<file path="src/rtl/calc_pkg.sv">
// Shared opcodes, FSM encoding, seven-segment patterns and sizing helper
// for the calculator-to-display engine.
package calc_pkg;

    // Opcode encoding on the opp input
    localparam logic [2:0] OP_ADD = 3'b000;
    localparam logic [2:0] OP_SUB = 3'b001;
    localparam logic [2:0] OP_MUL = 3'b010;
    localparam logic [2:0] OP_DIV = 3'b011;
    localparam logic [2:0] OP_MOD = 3'b100;
    localparam logic [2:0] OP_AND = 3'b101;
    localparam logic [2:0] OP_OR  = 3'b110;
    localparam logic [2:0] OP_XOR = 3'b111;

    typedef enum logic [1:0] {
        ST_IDLE = 2'd0,
        ST_CONV = 2'd1,
        ST_LOAD = 2'd2
    } state_t;

    // Active-low segment patterns, bit order {g,f,e,d,c,b,a}
    localparam logic [6:0] SEG_0  = 7'h40;
    localparam logic [6:0] SEG_1  = 7'h79;
    localparam logic [6:0] SEG_2  = 7'h24;
    localparam logic [6:0] SEG_3  = 7'h30;
    localparam logic [6:0] SEG_4  = 7'h19;
    localparam logic [6:0] SEG_5  = 7'h12;
    localparam logic [6:0] SEG_6  = 7'h02;
    localparam logic [6:0] SEG_7  = 7'h78;
    localparam logic [6:0] SEG_8  = 7'h00;
    localparam logic [6:0] SEG_9  = 7'h10;
    localparam logic [6:0] BLANK  = 7'h7F;
    localparam logic [6:0] MINUS  = 7'h3F;
    localparam logic [6:0] E_CHAR = 7'h06;

    function automatic logic [6:0] seg_of(input logic [3:0] d);
        logic [6:0] s;
        case (d)
            4'd0:    s = SEG_0;
            4'd1:    s = SEG_1;
            4'd2:    s = SEG_2;
            4'd3:    s = SEG_3;
            4'd4:    s = SEG_4;
            4'd5:    s = SEG_5;
            4'd6:    s = SEG_6;
            4'd7:    s = SEG_7;
            4'd8:    s = SEG_8;
            4'd9:    s = SEG_9;
            default: s = BLANK;
        endcase
        return s;
    endfunction

    // Number of decimal digits needed to show 2^rw - 1
    function automatic int calc_digits(input int rw);
        logic [63:0] v;
        int          n;
        v = (64'd1 << rw) - 64'd1;
        n = 1;
        v = v / 64'd10;
        while (v != 64'd0) begin
            n = n + 1;
            v = v / 64'd10;
        end
        return n;
    endfunction

endpackage

</file>
<file path="src/rtl/bcd_seq_conv.sv">
// Sequential double-dabble binary-to-BCD converter: one shift per cycle,
// IN_W cycles per conversion after a load.
module bcd_seq_conv
    import calc_pkg::*;
#(
    parameter int IN_W   = 8,
    parameter int DIGITS = 4
) (
    input  logic                  clk,
    input  logic                  rst_n,
    input  logic                  load,
    input  logic [IN_W-1:0]       bin_in,
    output logic [4*DIGITS-1:0]   bcd_out,
    output logic                  done
);

    localparam int CNT_W = $clog2(IN_W + 1);

    logic [CNT_W-1:0]     cnt;
    logic [IN_W-1:0]      bin_sr;
    logic [4*DIGITS-1:0]  bcd_sr;
    logic [4*DIGITS-1:0]  adj;

    // Add-3 correction of every nibble that would overflow on the next shift
    always_comb begin
        adj = bcd_sr;
        for (int i = 0; i < DIGITS; i++) begin
            if (bcd_sr[4*i +: 4] >= 4'd5)
                adj[4*i +: 4] = bcd_sr[4*i +: 4] + 4'd3;
        end
    end

    // Remaining-shift counter; reset aborts any conversion in flight
    always_ff @(posedge clk or negedge rst_n) begin
        if (!rst_n)
            cnt <= '0;
        else if (load)
            cnt <= CNT_W'(IN_W);
        else if (cnt != '0)
            cnt <= cnt - CNT_W'(1);
    end

    // Shift datapath, no reset needed: always reloaded before use
    always_ff @(posedge clk) begin
        if (load) begin
            bin_sr <= bin_in;
            bcd_sr <= '0;
        end else if (cnt != '0) begin
            bcd_sr <= {adj[4*DIGITS-2:0], bin_sr[IN_W-1]};
            bin_sr <= {bin_sr[IN_W-2:0], 1'b0};
        end
    end

    // done marks the cycle whose closing edge performs the final shift
    assign done    = (cnt == CNT_W'(1));
    assign bcd_out = bcd_sr;

endmodule

</file>
<file path="src/rtl/calc_display_engine.sv">
// Calculator front end: opcode decode, control FSM, display register and
// multiplexed seven-segment scan around the sequential BCD converter.
module calc_display_engine
    import calc_pkg::*;
#(
    parameter int WIDTH       = 4,
    parameter int DIGITS      = 4,
    parameter int REFRESH_DIV = 100000
) (
    input  logic              clk,
    input  logic              rst_n,
    input  logic [WIDTH-1:0]  a,
    input  logic [WIDTH-1:0]  b,
    input  logic [2:0]        opp,
    input  logic              start,
    output logic              busy,
    output logic              done,
    output logic              err,
    output logic [DIGITS-1:0] sseg_a_o,
    output logic [6:0]        sseg_c_o
);

    localparam int RW    = 2 * WIDTH;
    localparam int IDX_W = (DIGITS > 1) ? $clog2(DIGITS) : 1;
    localparam int CNT_W = (REFRESH_DIV > 1) ? $clog2(REFRESH_DIV) : 1;

    generate
        if (DIGITS < calc_digits(RW) + 1) begin : g_digits_check
            $error("calc_display_engine: DIGITS too small for result width");
        end
    endgenerate

    state_t               state, state_next;
    logic                 conv_load, disp_load, conv_done;
    logic [RW-1:0]        mag;
    logic                 neg_c, err_c;
    logic                 neg_r, err_r;
    logic [4*DIGITS-1:0]  conv_bcd;
    logic [4*DIGITS-1:0]  disp_bcd;
    logic                 disp_blank, disp_neg, disp_err;
    logic [CNT_W-1:0]     scan_cnt;
    logic [IDX_W-1:0]     scan_idx;
    logic [4*DIGITS-1:0]  shifted;
    logic [6:0]           seg_sel;
    logic [DIGITS-1:0]    an_sel;

    // Result magnitude, sign and error flag from the live operands
    always_comb begin
        mag   = '0;
        neg_c = 1'b0;
        err_c = 1'b0;
        case (opp)
            OP_ADD: mag = RW'(a) + RW'(b);
            OP_SUB: begin
                if (a < b) begin
                    mag   = RW'(b - a);
                    neg_c = 1'b1;
                end else begin
                    mag = RW'(a - b);
                end
            end
            OP_MUL: mag = RW'(a) * RW'(b);
            OP_DIV: begin
                if (b == '0) err_c = 1'b1;
                else         mag   = RW'(a / b);
            end
            OP_MOD: begin
                if (b == '0) err_c = 1'b1;
                else         mag   = RW'(a % b);
            end
            OP_AND:  mag = RW'(a & b);
            OP_OR:   mag = RW'(a | b);
            default: mag = RW'(a ^ b);
        endcase
    end

    bcd_seq_conv #(
        .IN_W   (RW),
        .DIGITS (DIGITS)
    ) u_conv (
        .clk     (clk),
        .rst_n   (rst_n),
        .load    (conv_load),
        .bin_in  (mag),
        .bcd_out (conv_bcd),
        .done    (conv_done)
    );

    // FSM state register
    always_ff @(posedge clk or negedge rst_n) begin
        if (!rst_n) state <= ST_IDLE;
        else        state <= state_next;
    end

    // Next-state and strobes: accept in IDLE, wait out the shifts, then load
    always_comb begin
        state_next = state;
        conv_load  = 1'b0;
        disp_load  = 1'b0;
        case (state)
            ST_IDLE: begin
                if (start) begin
                    conv_load  = 1'b1;
                    state_next = ST_CONV;
                end
            end
            ST_CONV: begin
                if (conv_done) state_next = ST_LOAD;
            end
            ST_LOAD: begin
                disp_load  = 1'b1;
                state_next = ST_IDLE;
            end
            default: state_next = ST_IDLE;
        endcase
    end

    // Handshake outputs and flags captured at acceptance
    always_ff @(posedge clk or negedge rst_n) begin
        if (!rst_n) begin
            busy  <= 1'b0;
            done  <= 1'b0;
            err   <= 1'b0;
            neg_r <= 1'b0;
            err_r <= 1'b0;
        end else begin
            done <= disp_load;
            if (conv_load) begin
                busy  <= 1'b1;
                err   <= 1'b0;
                neg_r <= neg_c;
                err_r <= err_c;
            end else if (disp_load) begin
                busy <= 1'b0;
                err  <= err_r;
            end
        end
    end

    // Display flags: blank until the first completed operation
    always_ff @(posedge clk or negedge rst_n) begin
        if (!rst_n) begin
            disp_blank <= 1'b1;
            disp_neg   <= 1'b0;
            disp_err   <= 1'b0;
        end else if (disp_load) begin
            disp_blank <= 1'b0;
            disp_neg   <= neg_r;
            disp_err   <= err_r;
        end
    end

    // Display digits, only meaningful once disp_blank has cleared
    always_ff @(posedge clk) begin
        if (disp_load) disp_bcd <= conv_bcd;
    end

    // Pattern for the digit currently selected by the scan index
    always_comb begin
        shifted = disp_bcd >> {scan_idx, 2'b00};
        seg_sel = BLANK;
        if (disp_blank)
            seg_sel = BLANK;
        else if (disp_err)
            seg_sel = (scan_idx == '0) ? E_CHAR : BLANK;
        else if (disp_neg && scan_idx == IDX_W'(DIGITS - 1))
            seg_sel = MINUS;
        else if (scan_idx == '0 || shifted != '0)
            seg_sel = seg_of(shifted[3:0]);
    end

    // Active-low one-hot anode for the scan index
    always_comb begin
        an_sel           = '1;
        an_sel[scan_idx] = 1'b0;
    end

    // Scan timer and registered anode/cathode pair
    always_ff @(posedge clk or negedge rst_n) begin
        if (!rst_n) begin
            scan_cnt <= '0;
            scan_idx <= '0;
            sseg_a_o <= {{(DIGITS-1){1'b1}}, 1'b0};
            sseg_c_o <= BLANK;
        end else begin
            if (scan_cnt == CNT_W'(REFRESH_DIV - 1)) begin
                scan_cnt <= '0;
                scan_idx <= (scan_idx == IDX_W'(DIGITS - 1)) ? '0 : scan_idx + IDX_W'(1);
            end else begin
                scan_cnt <= scan_cnt + CNT_W'(1);
            end
            sseg_a_o <= an_sel;
            sseg_c_o <= seg_sel;
        end
    end

endmodule
</file>
<file path="config.mk">
export PLATFORM = sky130hd
export DESIGN_NAME = calc_display_engine
export DESIGN_NICKNAME = d
export VERILOG_FILES = /design/src/rtl/calc_pkg.sv /design/src/rtl/bcd_seq_conv.sv /design/src/rtl/calc_display_engine.sv
export SDC_FILE = /design/constraint.sdc
export NUM_CORES = 1
export LEC_CHECK = 0
export CAP_MARGIN = 10
export CORE_MARGIN = 3
export CORE_UTILIZATION = 56
export CTS_CLUSTER_SIZE = 24
export DETAILED_ROUTE_END_ITERATION = 8
export PLACE_DENSITY = 0.75
export SLEW_MARGIN = 0
export SYNTH_ARGS = -nofsm -noshare
export SYNTH_HDL_FRONTEND = slang
export SYNTH_HIERARCHICAL = 1
export SYNTH_SLANG_ARGS = --single-unit
</file>
<file path="constraint.sdc">
create_clock -name clk -period 2.7 [get_ports clk]
set_input_delay 0.54 -clock clk [delete_from_list [all_inputs] [get_ports clk]]
set_output_delay 0.54 -clock clk [all_outputs]
set_load 0.01 [all_outputs]
</file>
Word level (Yosys, flattened, before mapping)
Memory sizes are Yosys's and may differ from the RTL's.
Index checks and enable logic that the tools add are counted.

storage, ports and cells
  register bits = 84
  bits in read-only memories = 112
  input bits = 14
  output and inout bits = 14
  logic and storage cells = 104
  memories kept = 1

memory list
  name              words  width  rd ports  clocked after memory_dff  write ports  line            RTL
  (name not given)  16     7      1         0                         0            calc_pkg.sv:38  case (d)

operators by class
  add/subtract/negate cells = 10
  multipliers = 1
  divide/modulo/power cells = 2
  order comparisons = 7
  equality and inequality tests = 13
  shift operators = 1
  muxes and demuxes = 35
  bitwise logic cells = 4
  reduce and logical (&&, ||, !) cells = 13

operator list
  kind                   number
  $pmux 8 s7             1
  $mux 8                 5
  $mux 7                 5
  $mux 4                 5
  $add 17x1->17 const B  1
  $eq 17x17->1 const B   1
  $mux 17                1
  $ge 4x3->1 const B     4
  $reduce_bool 16->1     1
  $shr 16x4->16          1
  $add 4x2->4 const B    3
  $mux 1                 12
  $sub 4x4->5            2
  $eq 3x3->1 const B     3
  $div 4x4->8            1
  $mod 4x4->8            1
  $mul 4x4->8            1
  $eq 3x2->1 const B     2
  $mux 2                 3
  $add 4x4->5            1
  $and 4x4->4            1
  $eq 2x2->1 const B     2
  $eq 4x1->1 const B     1
  $logic_not 2->1        2
  23 further kinds       26

Depth between registers and ports, before layout
  word-level depth = 7
  mapped depth = 49
  mapped depth without buffers = 47

Hierarchy
Netlist, hierarchy kept.

modules (own cells, without submodules)
  module               times used  cells an instance  area each (µm²)  sequential area each (µm²)
  calc_display_engine  1           578                5238.8           1495.2
  bcd_seq_conv         1           168                1596.5           660.6

Worst setup path after synthesis
No wires, ideal clock.

  path type = input port to flip-flop
  start = input port b[0]
  end = register u_conv.bin_sr[5] (data pin)
  library setup time = 0.260 ns
  arrival = 8.440 ns
  data required time = 2.440 ns
  path slack = -5.999 ns
  stages on the path = 39
  path buffers = 2
  path through = inv_1 -> ha_1 -> o21ai_0 -> a21o_1 -> nor2_1 -> ha_1 -> o21a_1 -> o311ai_0 -> nand2b_1 -> inv_1 -> nor2_1 -> ha_1 -> a21oi_1 -> o21ai_0 -> a21oi_4 -> mux2_2 -> ha_1 -> o21ai_0 -> (+3 left out) -> mux2i_1 -> ha_1 -> o21a_1 -> nor2_1 -> o21ai_1 -> nor3_2 -> nand2_2 -> mux2_2 -> ha_1 -> inv_1 -> nor2_1 -> o21ai_0 -> nand2b_1 -> or3_1 -> clkbuf_1 -> or2_1 -> a311o_1 -> mux2_2

on the way
  word-level cells in the longest chain between the ends = 4
  elaborated cells on any way between the ends = 12
  classes of those cells = add/sub: 2; mul: 1; div: 2; order compare: 1; mux: 5; reduce/logical: 1

RTL lines
  what                                       line                                                                             RTL
  from (decl)                                calc_display_engine.sv:13                                                        input logic [WIDTH-1:0] b,
  $mod 4x4->8, or another cell as far along  calc_display_engine.sv:69                                                        else mag = RW'(a % b);
  $mux 8, on equally long branches           calc_display_engine.sv:68, calc_display_engine.sv:55, calc_display_engine.sv:64
  $pmux 8 s7 (*)                             calc_display_engine.sv:52                                                        case (opp)
  named net mag[5]                           calc_display_engine.sv:35                                                        logic [RW-1:0] mag;
  $mux 8 (*)                                 bcd_seq_conv.sv:45                                                               if (load) begin
  to (signal assigned)                       bcd_seq_conv.sv:46                                                               bin_sr <= bin_in;
  to (signal assigned)                       bcd_seq_conv.sv:50                                                               bin_sr <= {bin_sr[IN_W-2:0], 1'b0};
  to (decl)                                  bcd_seq_conv.sv:20                                                               logic [IN_W-1:0] bin_sr;

The timed path passes the listed nets; every way through them passes the cells marked *.
A chain may end at the register's enable or synchronous reset.

Final worst setup path
  start = input port b[0]
  end = register u_conv.bin_sr[6] (data pin)

The elaborated chain is that of the path after synthesis.

==> results.yml <==
critical_path:
  crit_path_end_kind: "flip-flop"
  slowest_delay_ns: 0.38
  worstPathArrival_ns: 7.67
  critPathSlowestCell: "or3_4"
  ff2ff_setup_slack_ns: 0.11
  critPathMaxFanout: 5
  startpoint: "b[0]"
  cp-start-kind: "primary input"
  crit_type: "in -> reg"
  reg2reg_depth: 9
  critPathRequiredTime_ns: 2.79
  cp-endpoint: "u_conv/bin_sr[6]"
  timing.rr.end: "sseg_c_o[5]"
  r2r_start: "scan_idx[0]"
layout:
  regArea_um2: 2160
  diodes: 0
  area_delta_synth_final_pct: 32.2
  fin_nets: 1024
  multi_input_area_um2: 4670
  final_area_um2: 9030
  final_util_pct: 77.5
  nFillCells: 788
  final_common_cell: "buf_4"
  drive_gt1_share_pct: 29.8
  layout_common_cells: "buf_4, ha_1, inv_1"
route:
  drtIter0Drc: 515
  drcViolationCount: 0
  drtAntennaViolNets: 0
  vias: 6326
  wl_per_cell_um: 17.5
  dr.pass1.iters: 5
  vias_per_cell: 5.90
  wirelength_um: 18800
global_route:
  grt_usage_pct: 26.9
  met1_usage_pct: 35.7
  grt_max_degree: 45
  grt.met2_usage_pct: 46.0
  grt_pass1_wl_um: 29000
  antenna_found_initial: 0
  grt-busiest-layer: "met2"
  grt_use_met3_pct: 4.35
  grt_remaining_overflow: 0
  grt_pass1_vias: 6149
yosys:
  synth_top_family_by_area: "compound AO/OA/AOI/OAI gates"
  synthesis.area_um2: 6840
  synth-xor-area-share_pct: 5.13
  ys.warnings.count: 6
  synth-adder-area-share_pct: 16.4
  synth-compound-area-share_pct: 19.2
  synth-simple-area-share_pct: 18.0
  yosysTopAreaCell: "ha_1"
  synth-seq-area-share_pct: 31.5
  yosys.cell_types.count: 79
  synth-edff-count: 24
  dominantRegCellSynth: "dfrtp_1"
  muxShareOfSynthArea_pct: 4.96
  synth_top_area_share_pct: 14.1
  async_flop_share_pct: 52.4
  avgSynthCellArea_um2: 9.16
  synth_seq_cells: 84
  synth_cells: 746
  synth_area_leaders: "ha_1, dfrtp_1, edfxtp_1, dfxtp_1, dfstp_2"
outcome:
  violations: "setup timing"
  outcome: "finished, violations left"
sta:
  clock_skew_ns: 0.00629
  tightest_slew_ns: 0.966
  post-route-min-period_ns: 7.58
  report.final.slew_viol_count: 0
  fmax_ghz: 0.132
  setup_ws_ns: -4.88
  timing.slew.headroom_pct: 35.6
  setup_viol: 8
  hold_viol: 0
  grt_setup_unrepaired: "yes"
  period_share_pct: 281
power_and_ir_drop:
  ir_worst_vdd_uv: 415
  power_density_nw_per_um2: 679
  leakagePower_nw: 4.05
  power_mw: 6.13
placement:
  port_buffers: 27
  placedInstanceArea_um2: 8370
  place_congestion: 0.946
  post-dp-hpwl_um: 13700
floorplan:
  die_w_um: 116
  initial_core_util_pct: 58.6
  core_um2: 11700
  fp.dieArea_um2: 13600
  die-height_um: 116
  rows: 39
  pin_count: 28
clock_tree:
  cts_buffers: 9
  h-tree-depth: 3
  cts.clk_slew.worst_paths_ns: 0.06
  cts_buffer_depth: 2
  clock_latency_ns: 0.34
  clock-root-buffer: "clkbuf_16"
  tritoncts: "yes"
  cts_sinks: 84
run:
  max_cap_viol_count: 0
hold_path:
  hold_path.class: "in -> async"
-- how the worst min path moves through the flow --
stage	end	cells past startpoint	startpoint	slack, ns
after floorplan	busy	0	rst_n	0.24
after global placement	disp_bcd[15]	0	u_conv/bcd_out[15]	0.44
after detailed placement	disp_bcd[15]	0	u_conv/bcd_out[15]	0.45
after CTS	neg_r	1	rst_n	0.38
after global routing	done	1	rst_n	0.42
final	done	1	rst_n	0.35
-- layout make-up --
| type | count | share of cell area [%] |
|---|---|---|
| clock buffer | 14 | 3.28 |
| clock inverter | 2 | 0.152 |
| inverter | 65 | 2.88 |
| multi-input combinational | 582 | 51.7 |
| sequential | 84 | 23.9 |
| tap | 143 | 1.98 |
| timing repair buffer | 183 | 16.1 |
-- synthesized netlist by cell type, types with 4 or more instances --
cell	count
xor2_1	21
mux4_2	4
and3_1	5
mux2_2	12
nand2b_1	13
nand3_1	18
dfstp_2	11
a211oi_1	6
nor2b_1	23
nor4_1	5
dfrtp_1	33
mux2i_1	10
o211ai_1	13
nor2_1	62
nor3_1	9
xnor2_1	19
o21bai_1	6
or3_1	18
o2111ai_1	8
o21ai_0	47
fa_1	8
a21o_1	7
inv_1	65
a22oi_1	4
ha_1	77
clkbuf_1	11
edfxtp_1	24
o31ai_1	5
o21a_1	11
nand2_1	57
dfxtp_1	16
a21oi_1	39
or2_2	5
-- sequential cells by signal, summed over array words and instances, names as in the netlist --
register and flops:
disp_blank 1, neg_r 1, disp_err 1, scan_cnt 17
sseg_c_o 7, busy 1, u_conv/cnt 4, disp_neg 1
state 2, u_conv/bcd_out 16, u_conv/bin_sr 8, done 1
disp_bcd 16, err 1, scan_idx 2, err_r 1
sseg_a_o 4
-- per-stage QoR --
stage | setup TNS [ns] | std cells | hold WS [ns] | setup WS (ns)
3_5_place_dp | -45.35 | 1034 | 0.452 | -5.74
6_report | -37.91 | 1073 | 0.354 | -4.88
2_1_floorplan | -40.92 | 748 | 0.244 | -5.32
3_3_place_gp | -41.57 | 1034 | 0.441 | -5.25
4_1_cts | -36.92 | 1056 | 0.381 | -4.72
5_1_grt | -40.93 | 1073 | 0.420 | -5.24
-- worst max-delay path, delay by kind of cell --
kind                       cells  cell delay (ns)
muxes                          4             1.11
AOI/OAI and AO/OA             16             2.76
and+or+nand+nor                9             1.41
adders and majority gates      6             1.53
buffers and inverters          4             0.29
-- kinds of logic (layout without fill, tap and decap cells) --
family                     count (synthesis)  count (layout)
adders and majority gates                 85              85
DFF                                       84              84
and+or+nand+nor                          240             240
xor gates and xnor gates                  40              40
other                                      1               3
muxes                                     27              27
AOI/OAI and AO/OA                        187             187
buffers and inverters                     82             264
-- power by group --
group          switching [mW]  total (mW)  internal, mW
Sequential              0.221        1.86          1.64
Clock                   0.478        1.24         0.761
Combinational            1.54        3.04          1.50
-- metal layers --
metal | part of all wire, % | wire length [um]
met1 | 43 | 8050
met2 | 50 | 9380
met4 | 2.1 | 389
met5 | 0 | 0
met3 | 5.1 | 956
-- timing repair --
item | 4_1_cts | 5_1_grt
setup buffers | 6 | 17
endpoints found under the setup margin | 11 | 13
resized for setup | 23 | 34
hold buffers | 0 | 0
pin swaps | 10 | 27
No activity file was read; power rests on OpenSTA's default activity.
